### config.mk
export PLATFORM = sky130hd
export DESIGN_NAME = peri_timer_irq
export DESIGN_NICKNAME = d
export VERILOG_FILES = /design/src/rtl/peri_timer_irq.sv
export SDC_FILE = /design/constraint.sdc
export NUM_CORES = 1
export LEC_CHECK = 0
export BUFFER_PORTS_ARGS = -buffer_cell sky130_fd_sc_hd__buf_2
export CAP_MARGIN = 0
export CORE_MARGIN = 3
export CORE_UTILIZATION = 40
export DETAILED_ROUTE_END_ITERATION = 6
export GPL_ROUTABILITY_DRIVEN = 0
export MAX_ROUTING_LAYER = met4
export SETUP_SLACK_MARGIN = 0.5
export SLEW_MARGIN = 20
export SYNTH_ARGS = -nofsm -noshare
export SYNTH_HDL_FRONTEND = slang
export SYNTH_SLANG_ARGS = --single-unit
### constraint.sdc
create_clock -name clk -period 15.3 [get_ports clk]
set_clock_uncertainty 0.2 [all_clocks]
set_input_delay 0.765 -clock clk [delete_from_list [all_inputs] [get_ports clk]]
set_output_delay 0.765 -clock clk [all_outputs]
set_load 0.05 [all_outputs]
### src/rtl/peri_timer_irq.sv
// Timer / interrupt-source peripheral: down-counter with auto-reload, 64-bit mtime, soft and masked external IRQs.
// Latency: one cycle from an accepted request to peri_ready/peri_rdata; irq_bitmap lags its sources by one cycle.
// Backpressure: none; every hit is acked one cycle later, and the cycle after an ack the held request is ignored.
module peri_timer_irq #(
  parameter logic [31:0] BASE_ADDR     = 32'h1000_0000,
  parameter int          IRQ_TIMER_BIT = 7,
  parameter int          IRQ_SOFT_LSB  = 3,
  parameter logic [63:0] MTIME_INIT    = 64'h0
) (
  input  logic        clk,
  input  logic        reset,
  input  logic        peri_rden,
  input  logic        peri_wren,
  input  logic [31:0] peri_addr,
  input  logic [31:0] peri_wdata,
  input  logic [3:0]  peri_wstrb,
  output logic [31:0] peri_rdata,
  output logic        peri_ready,
  input  logic [31:0] ext_irq,
  output logic [31:0] irq_bitmap
);

  // Word offsets inside the 256-byte window (byte offset >> 2).
  localparam logic [5:0] OFF_CTRL     = 6'h00;
  localparam logic [5:0] OFF_LOAD     = 6'h01;
  localparam logic [5:0] OFF_COUNT    = 6'h02;
  localparam logic [5:0] OFF_STATUS   = 6'h03;
  localparam logic [5:0] OFF_MTIME_LO = 6'h04;
  localparam logic [5:0] OFF_MTIME_HI = 6'h05;
  localparam logic [5:0] OFF_SOFT     = 6'h06;
  localparam logic [5:0] OFF_EXT_MASK = 6'h07;

  // Replace only the bytes whose strobe is set.
  function automatic logic [31:0] merge_bytes(input logic [31:0] old_v,
                                              input logic [31:0] new_v,
                                              input logic [3:0]  strb);
    logic [31:0] r;
    r = old_v;
    for (int b = 0; b < 4; b++) begin
      if (strb[b]) r[8*b +: 8] = new_v[8*b +: 8];
    end
    return r;
  endfunction

  // Architectural state
  logic        ctrl_en;
  logic        ctrl_autoreload;
  logic        ctrl_tirq_en;
  logic [31:0] load_q;
  logic [31:0] count_q;
  logic        expired_q;
  logic [3:0]  soft_q;
  logic [31:0] ext_mask_q;
  logic [63:0] mtime_q;
  logic [31:0] mtime_hi_shadow;

  // Bus decode
  logic        hit;
  logic        req;
  logic        acc;
  logic        wr_acc;
  logic        rd_acc;
  logic [5:0]  word;
  logic        wr_ctrl;
  logic        wr_load;
  logic        wr_count;
  logic        wr_status;
  logic        wr_soft;
  logic        wr_ext_mask;
  logic        rd_mtime_lo;
  logic [31:0] rd_mux;

  // Timer next-state
  logic        expire;
  logic [31:0] count_next;
  logic        en_next;
  logic        autoreload_next;
  logic        tirq_en_next;
  logic        expired_next;

  logic [31:0] irq_next;

  // Byte-lane select bits of the address are intentionally not decoded.
  logic unused_addr_lsb;
  assign unused_addr_lsb = ^peri_addr[1:0];

  // Address decode and single-shot accept: a request is taken only when no ack is outstanding.
  always_comb begin
    hit         = (peri_addr[31:8] == BASE_ADDR[31:8]);
    req         = (peri_rden | peri_wren) & hit;
    acc         = req & ~peri_ready;
    wr_acc      = acc & peri_wren;
    rd_acc      = acc & peri_rden;
    word        = peri_addr[7:2];
    wr_ctrl     = wr_acc && (word == OFF_CTRL);
    wr_load     = wr_acc && (word == OFF_LOAD);
    wr_count    = wr_acc && (word == OFF_COUNT);
    wr_status   = wr_acc && (word == OFF_STATUS);
    wr_soft     = wr_acc && (word == OFF_SOFT);
    wr_ext_mask = wr_acc && (word == OFF_EXT_MASK);
    rd_mtime_lo = rd_acc && (word == OFF_MTIME_LO);
  end

  // Read mux; unmapped offsets return zero.
  always_comb begin
    rd_mux = '0;
    case (word)
      OFF_CTRL:     rd_mux = {29'b0, ctrl_tirq_en, ctrl_autoreload, ctrl_en};
      OFF_LOAD:     rd_mux = load_q;
      OFF_COUNT:    rd_mux = count_q;
      OFF_STATUS:   rd_mux = {31'b0, expired_q};
      OFF_MTIME_LO: rd_mux = mtime_q[31:0];
      OFF_MTIME_HI: rd_mux = mtime_hi_shadow;
      OFF_SOFT:     rd_mux = {28'b0, soft_q};
      OFF_EXT_MASK: rd_mux = ext_mask_q;
      default:      rd_mux = '0;
    endcase
  end

  // Timer step: CPU writes to COUNT/CTRL take priority over hardware updates; expiry beats W1C.
  always_comb begin
    expire          = ctrl_en && (count_q == 32'd0);
    count_next      = count_q;
    en_next         = ctrl_en;
    autoreload_next = ctrl_autoreload;
    tirq_en_next    = ctrl_tirq_en;
    expired_next    = expired_q;

    if (wr_count) begin
      count_next = merge_bytes(count_q, peri_wdata, peri_wstrb);
    end else if (ctrl_en) begin
      if (count_q != 32'd0)  count_next = count_q - 32'd1;
      else if (ctrl_autoreload) count_next = load_q;
      else                   count_next = 32'd0;
    end

    if (wr_ctrl && peri_wstrb[0]) begin
      en_next         = peri_wdata[0];
      autoreload_next = peri_wdata[1];
      tirq_en_next    = peri_wdata[2];
    end else if (expire && !ctrl_autoreload) begin
      en_next = 1'b0;
    end

    if (expire) begin
      expired_next = 1'b1;
    end else if (wr_status && peri_wstrb[0] && peri_wdata[0]) begin
      expired_next = 1'b0;
    end
  end

  // Interrupt vector: masked external lines, soft bits, and gated timer flag.
  always_comb begin
    irq_next = ext_irq & ext_mask_q;
    irq_next[IRQ_SOFT_LSB +: 4] = irq_next[IRQ_SOFT_LSB +: 4] | soft_q;
    irq_next[IRQ_TIMER_BIT]     = irq_next[IRQ_TIMER_BIT] | (expired_q & ctrl_tirq_en);
  end

  // Bus response: single-cycle ack with data, zero data while idle.
  always_ff @(posedge clk or posedge reset) begin
    if (reset) begin
      peri_ready <= 1'b0;
      peri_rdata <= '0;
    end else begin
      peri_ready <= acc;
      peri_rdata <= acc ? rd_mux : 32'd0;
    end
  end

  // Timer control, counter and expiry flag.
  always_ff @(posedge clk or posedge reset) begin
    if (reset) begin
      ctrl_en         <= 1'b0;
      ctrl_autoreload <= 1'b0;
      ctrl_tirq_en    <= 1'b0;
      count_q         <= '0;
      expired_q       <= 1'b0;
    end else begin
      ctrl_en         <= en_next;
      ctrl_autoreload <= autoreload_next;
      ctrl_tirq_en    <= tirq_en_next;
      count_q         <= count_next;
      expired_q       <= expired_next;
    end
  end

  // Plain software-owned configuration registers.
  always_ff @(posedge clk or posedge reset) begin
    if (reset) begin
      load_q     <= '0;
      soft_q     <= '0;
      ext_mask_q <= '0;
    end else begin
      if (wr_load)                    load_q     <= merge_bytes(load_q, peri_wdata, peri_wstrb);
      if (wr_soft && peri_wstrb[0])   soft_q     <= peri_wdata[3:0];
      if (wr_ext_mask)                ext_mask_q <= merge_bytes(ext_mask_q, peri_wdata, peri_wstrb);
    end
  end

  // Free-running cycle counter; a LO read snapshots HI so the pair is read atomically.
  always_ff @(posedge clk or posedge reset) begin
    if (reset) begin
      mtime_q         <= MTIME_INIT;
      mtime_hi_shadow <= '0;
    end else begin
      mtime_q <= mtime_q + 64'd1;
      if (rd_mtime_lo) mtime_hi_shadow <= mtime_q[63:32];
    end
  end

  // Registered interrupt output.
  always_ff @(posedge clk or posedge reset) begin
    if (reset) irq_bitmap <= '0;
    else       irq_bitmap <= irq_next;
  end

endmodule
==> metrics.txt <==
TritonCTS clock tree=yes; placed cell area=13300 um^2; critical-path maximum fanout=10; top cell type's share of synthesized area=0.546; sw frac=0.212; Clock Pin Slew Worst Setup and Hold Paths=60 ps; RSZ-0062 raised after global routing=no; synth unique cells=63; layout cells sized above 1=0.289; GRT Total Usage=0.206; post-route setup slack=12200 ps; Die Ht=180 um; Net Count, Synth=1169; internal power=1.16 mW; Via Count=9276; initial antenna violation count=1; Startpoint Class=flip-flop; Layout Nets=1322; H-tree depth=1; Post-Syn Instances=1062; footprint of the multi-input gates=5210 um^2; flops & latches, synth=265; antenna violation net count after detailed routing=0; FP Rows=63; Initial Utilization=0.407; achievable frequency=323 MHz; register area=6630 um^2; Core Box Area=29800 um^2; Syn. warnings=0; vias in the first global route=9301; run status=completed; finished layout cell area=14400 um^2; global-route wire length before repair=52800 um; synthesized area=12100 um^2; Post-synth ARST share=1.00; NetSw=0.312 mW; Final TNS setup=0 ps; critical path class=reg -> reg; die width=180 um; die area=32500 um^2; Worst-Skew Late Latency=560 ps; Hold Path Class=in -> async; Antenna Cells=0; area leader, netlist=dfrtp_1; slew margin rel.=0.237; WL/cell=20.6 um; worst reg-to-reg path cell count=8; boundary pin count=169; Max Cap Violations=0; Initial DRC Count=874; vias per std cell=5.70; hold_buf cts=0; top cells by area, synth=dfrtp_1 55%, mux2_2 9.3%, xnor2_1 3.7%; Crit. End Element=flip-flop; post_cts resized=0; # DRC=0; final period utilization=0.203; Final Slew Violations=0; sequential element share of the synthesized area=0.546; pre-CTS WS=11700 ps; root buffer cell=clkbuf_16; largest net degree at the start of global routing=141; setup slack, reg-to-reg=12200 ps; Routed WL=33500 um; grt total ovfl=0; Fillers=2760; worst vdd ir=77.1 uV; syn avg cell area=11.4 um^2; crit path DAT=3380 ps; Period minus WS final=3100 ps; Hold Fails Final Rpt=0; TritonRoute pass-1 iters=6; CP required=15580 ps; HPWL Detailed=23400 um; total power divided by cell area=102 nW/um^2; Gate power share=0.026; CTS Buffer Depth=3; number of buffers created by CTS=29; post-CTS setup buffer count=0; clock sinks=265; Lkg Pwr=7.00 nW; Clk pwr share=0.497; Main synth FF type=dfrtp_1; worst slew pin tran=1130 ps; final setup fails=0; Reg power frac=0.477; EDFF count, synth=0; PortBufs=166; Layout area overhead=18.3%
==> kinds of logic after synthesis <==
group / synth area share
simple gates: 0.146
flops: 0.546
compound gates: 0.123
mux: 0.101
xor+xnor: 0.0556
buf+inv: 0.0260
fa+ha+maj: 0.00309
==> worst paths after layout <==
check                                        from                        to
setup / recovery           count_q[0]$_DFFE_PP0P_   count_q[22]$_DFFE_PP0P_
hold / removal                              reset      mtime_q[1]$_DFF_PP0_
setup reg to reg           count_q[0]$_DFFE_PP0P_   count_q[22]$_DFFE_PP0P_
hold reg to reg             mtime_q[63]$_DFF_PP0_     mtime_q[63]$_DFF_PP0_
max in group asynchronous                   reset     mtime_q[54]$_DFF_PP0_
min in group clk                      ext_irq[15]  irq_bitmap[15]$_DFF_PP0_
==> cells in the mapped netlist (26+ instances only) <==
library cell	n
o22ai_1	27
dfrtp_1	265
xnor2_1	51
nand2_1	49
clkbuf_1	39
a222oi_1	29
and3_1	29
nor2_1	52
and2_1	32
mux2_2	100
nand3_1	34
a21oi_1	69
a22oi_1	34
xor2_1	26
==> critical path, cell delays in order, from the launching register on <==
cell,delay [ps]
dfrtp_1,450
inv_1,140
ha_1,160
or4b_1,550
nor4_2,290
and2_1,340
and3_1,590
a211oi_1,160
o21ai_1,160
==> flip-flops by register name, summed over array words and instances, names as in the netlist <==
name / flops
ext_mask_q: 32
peri_rdata: 32
mtime_q: 64
soft_q: 4
ctrl_autoreload: 1
ctrl_en: 1
mtime_hi_shadow: 32
count_q: 32
peri_ready: 1
ctrl_tirq_en: 1
expired_q: 1
irq_bitmap: 32
load_q: 32
==> layout make-up <==
class,instances,share of cell area
Inverter,17,0.00497
Multi-Input combinational cell,724,0.363
Sequential cell,265,0.462
Tap cell,390,0.0340
Clock buffer,43,0.0612
Clock inverter,9,0.00933
Timing Repair Buffer,178,0.0655
==> power groups by stage <==
stage	clock (mW)	sequential (mW)	combinational, mW
after floorplan	0	0.714	0.0150
after global placement	0	0.714	0.0388
after detailed placement	0	0.714	0.0389
after CTS	0.745	0.701	0.0392
after global routing	0.775	0.700	0.0440
final	0.731	0.701	0.0388
==> cells in the final DEF, fill, tap and decap left out, types with 28 or more instances in the layout <==
cell type / synthesis / routed
a222oi_1: 29 / 29
clkbuf_16: 0 / 29
nor2_1: 52 / 49
a22oi_1: 34 / 34
nand3_1: 34 / 34
dfrtp_1: 265 / 265
a21oi_1: 69 / 69
xnor2_1: 51 / 51
mux2_2: 100 / 100
nand2_1: 49 / 49
and3_1: 29 / 28
buf_2: 10 / 166
and2_1: 32 / 32
==> per-layer routing <==
metal  wire length, um  GRT usage  vias up  part of all wire
met5                 0          -        -                 0
met4               548     0.0421        0             0.016
met3              1770     0.0277       43             0.053
met2             16000      0.328      275              0.48
met1             15200      0.286     4683              0.45
li1                  -          -     4275                 -
==> per-stage QoR <==
| step | instances | utilization | hold WS, ps | power, mW |
|---|---|---|---|---|
| 3_3_place_gp | 1573 | 0.447 | 257 | 0.752 |
| 3_5_place_dp | 1573 | 0.447 | 273 | 0.753 |
| 5_1_grt | 1626 | 0.482 | 81.9 | 1.52 |
| 2_1_floorplan | 1062 | - | 238 | 0.729 |
| 4_1_cts | 1625 | 0.481 | 195 | 1.48 |
| 6_report | 1626 | 0.482 | 56.8 | 1.47 |
(Power assumes the default switching activity.)
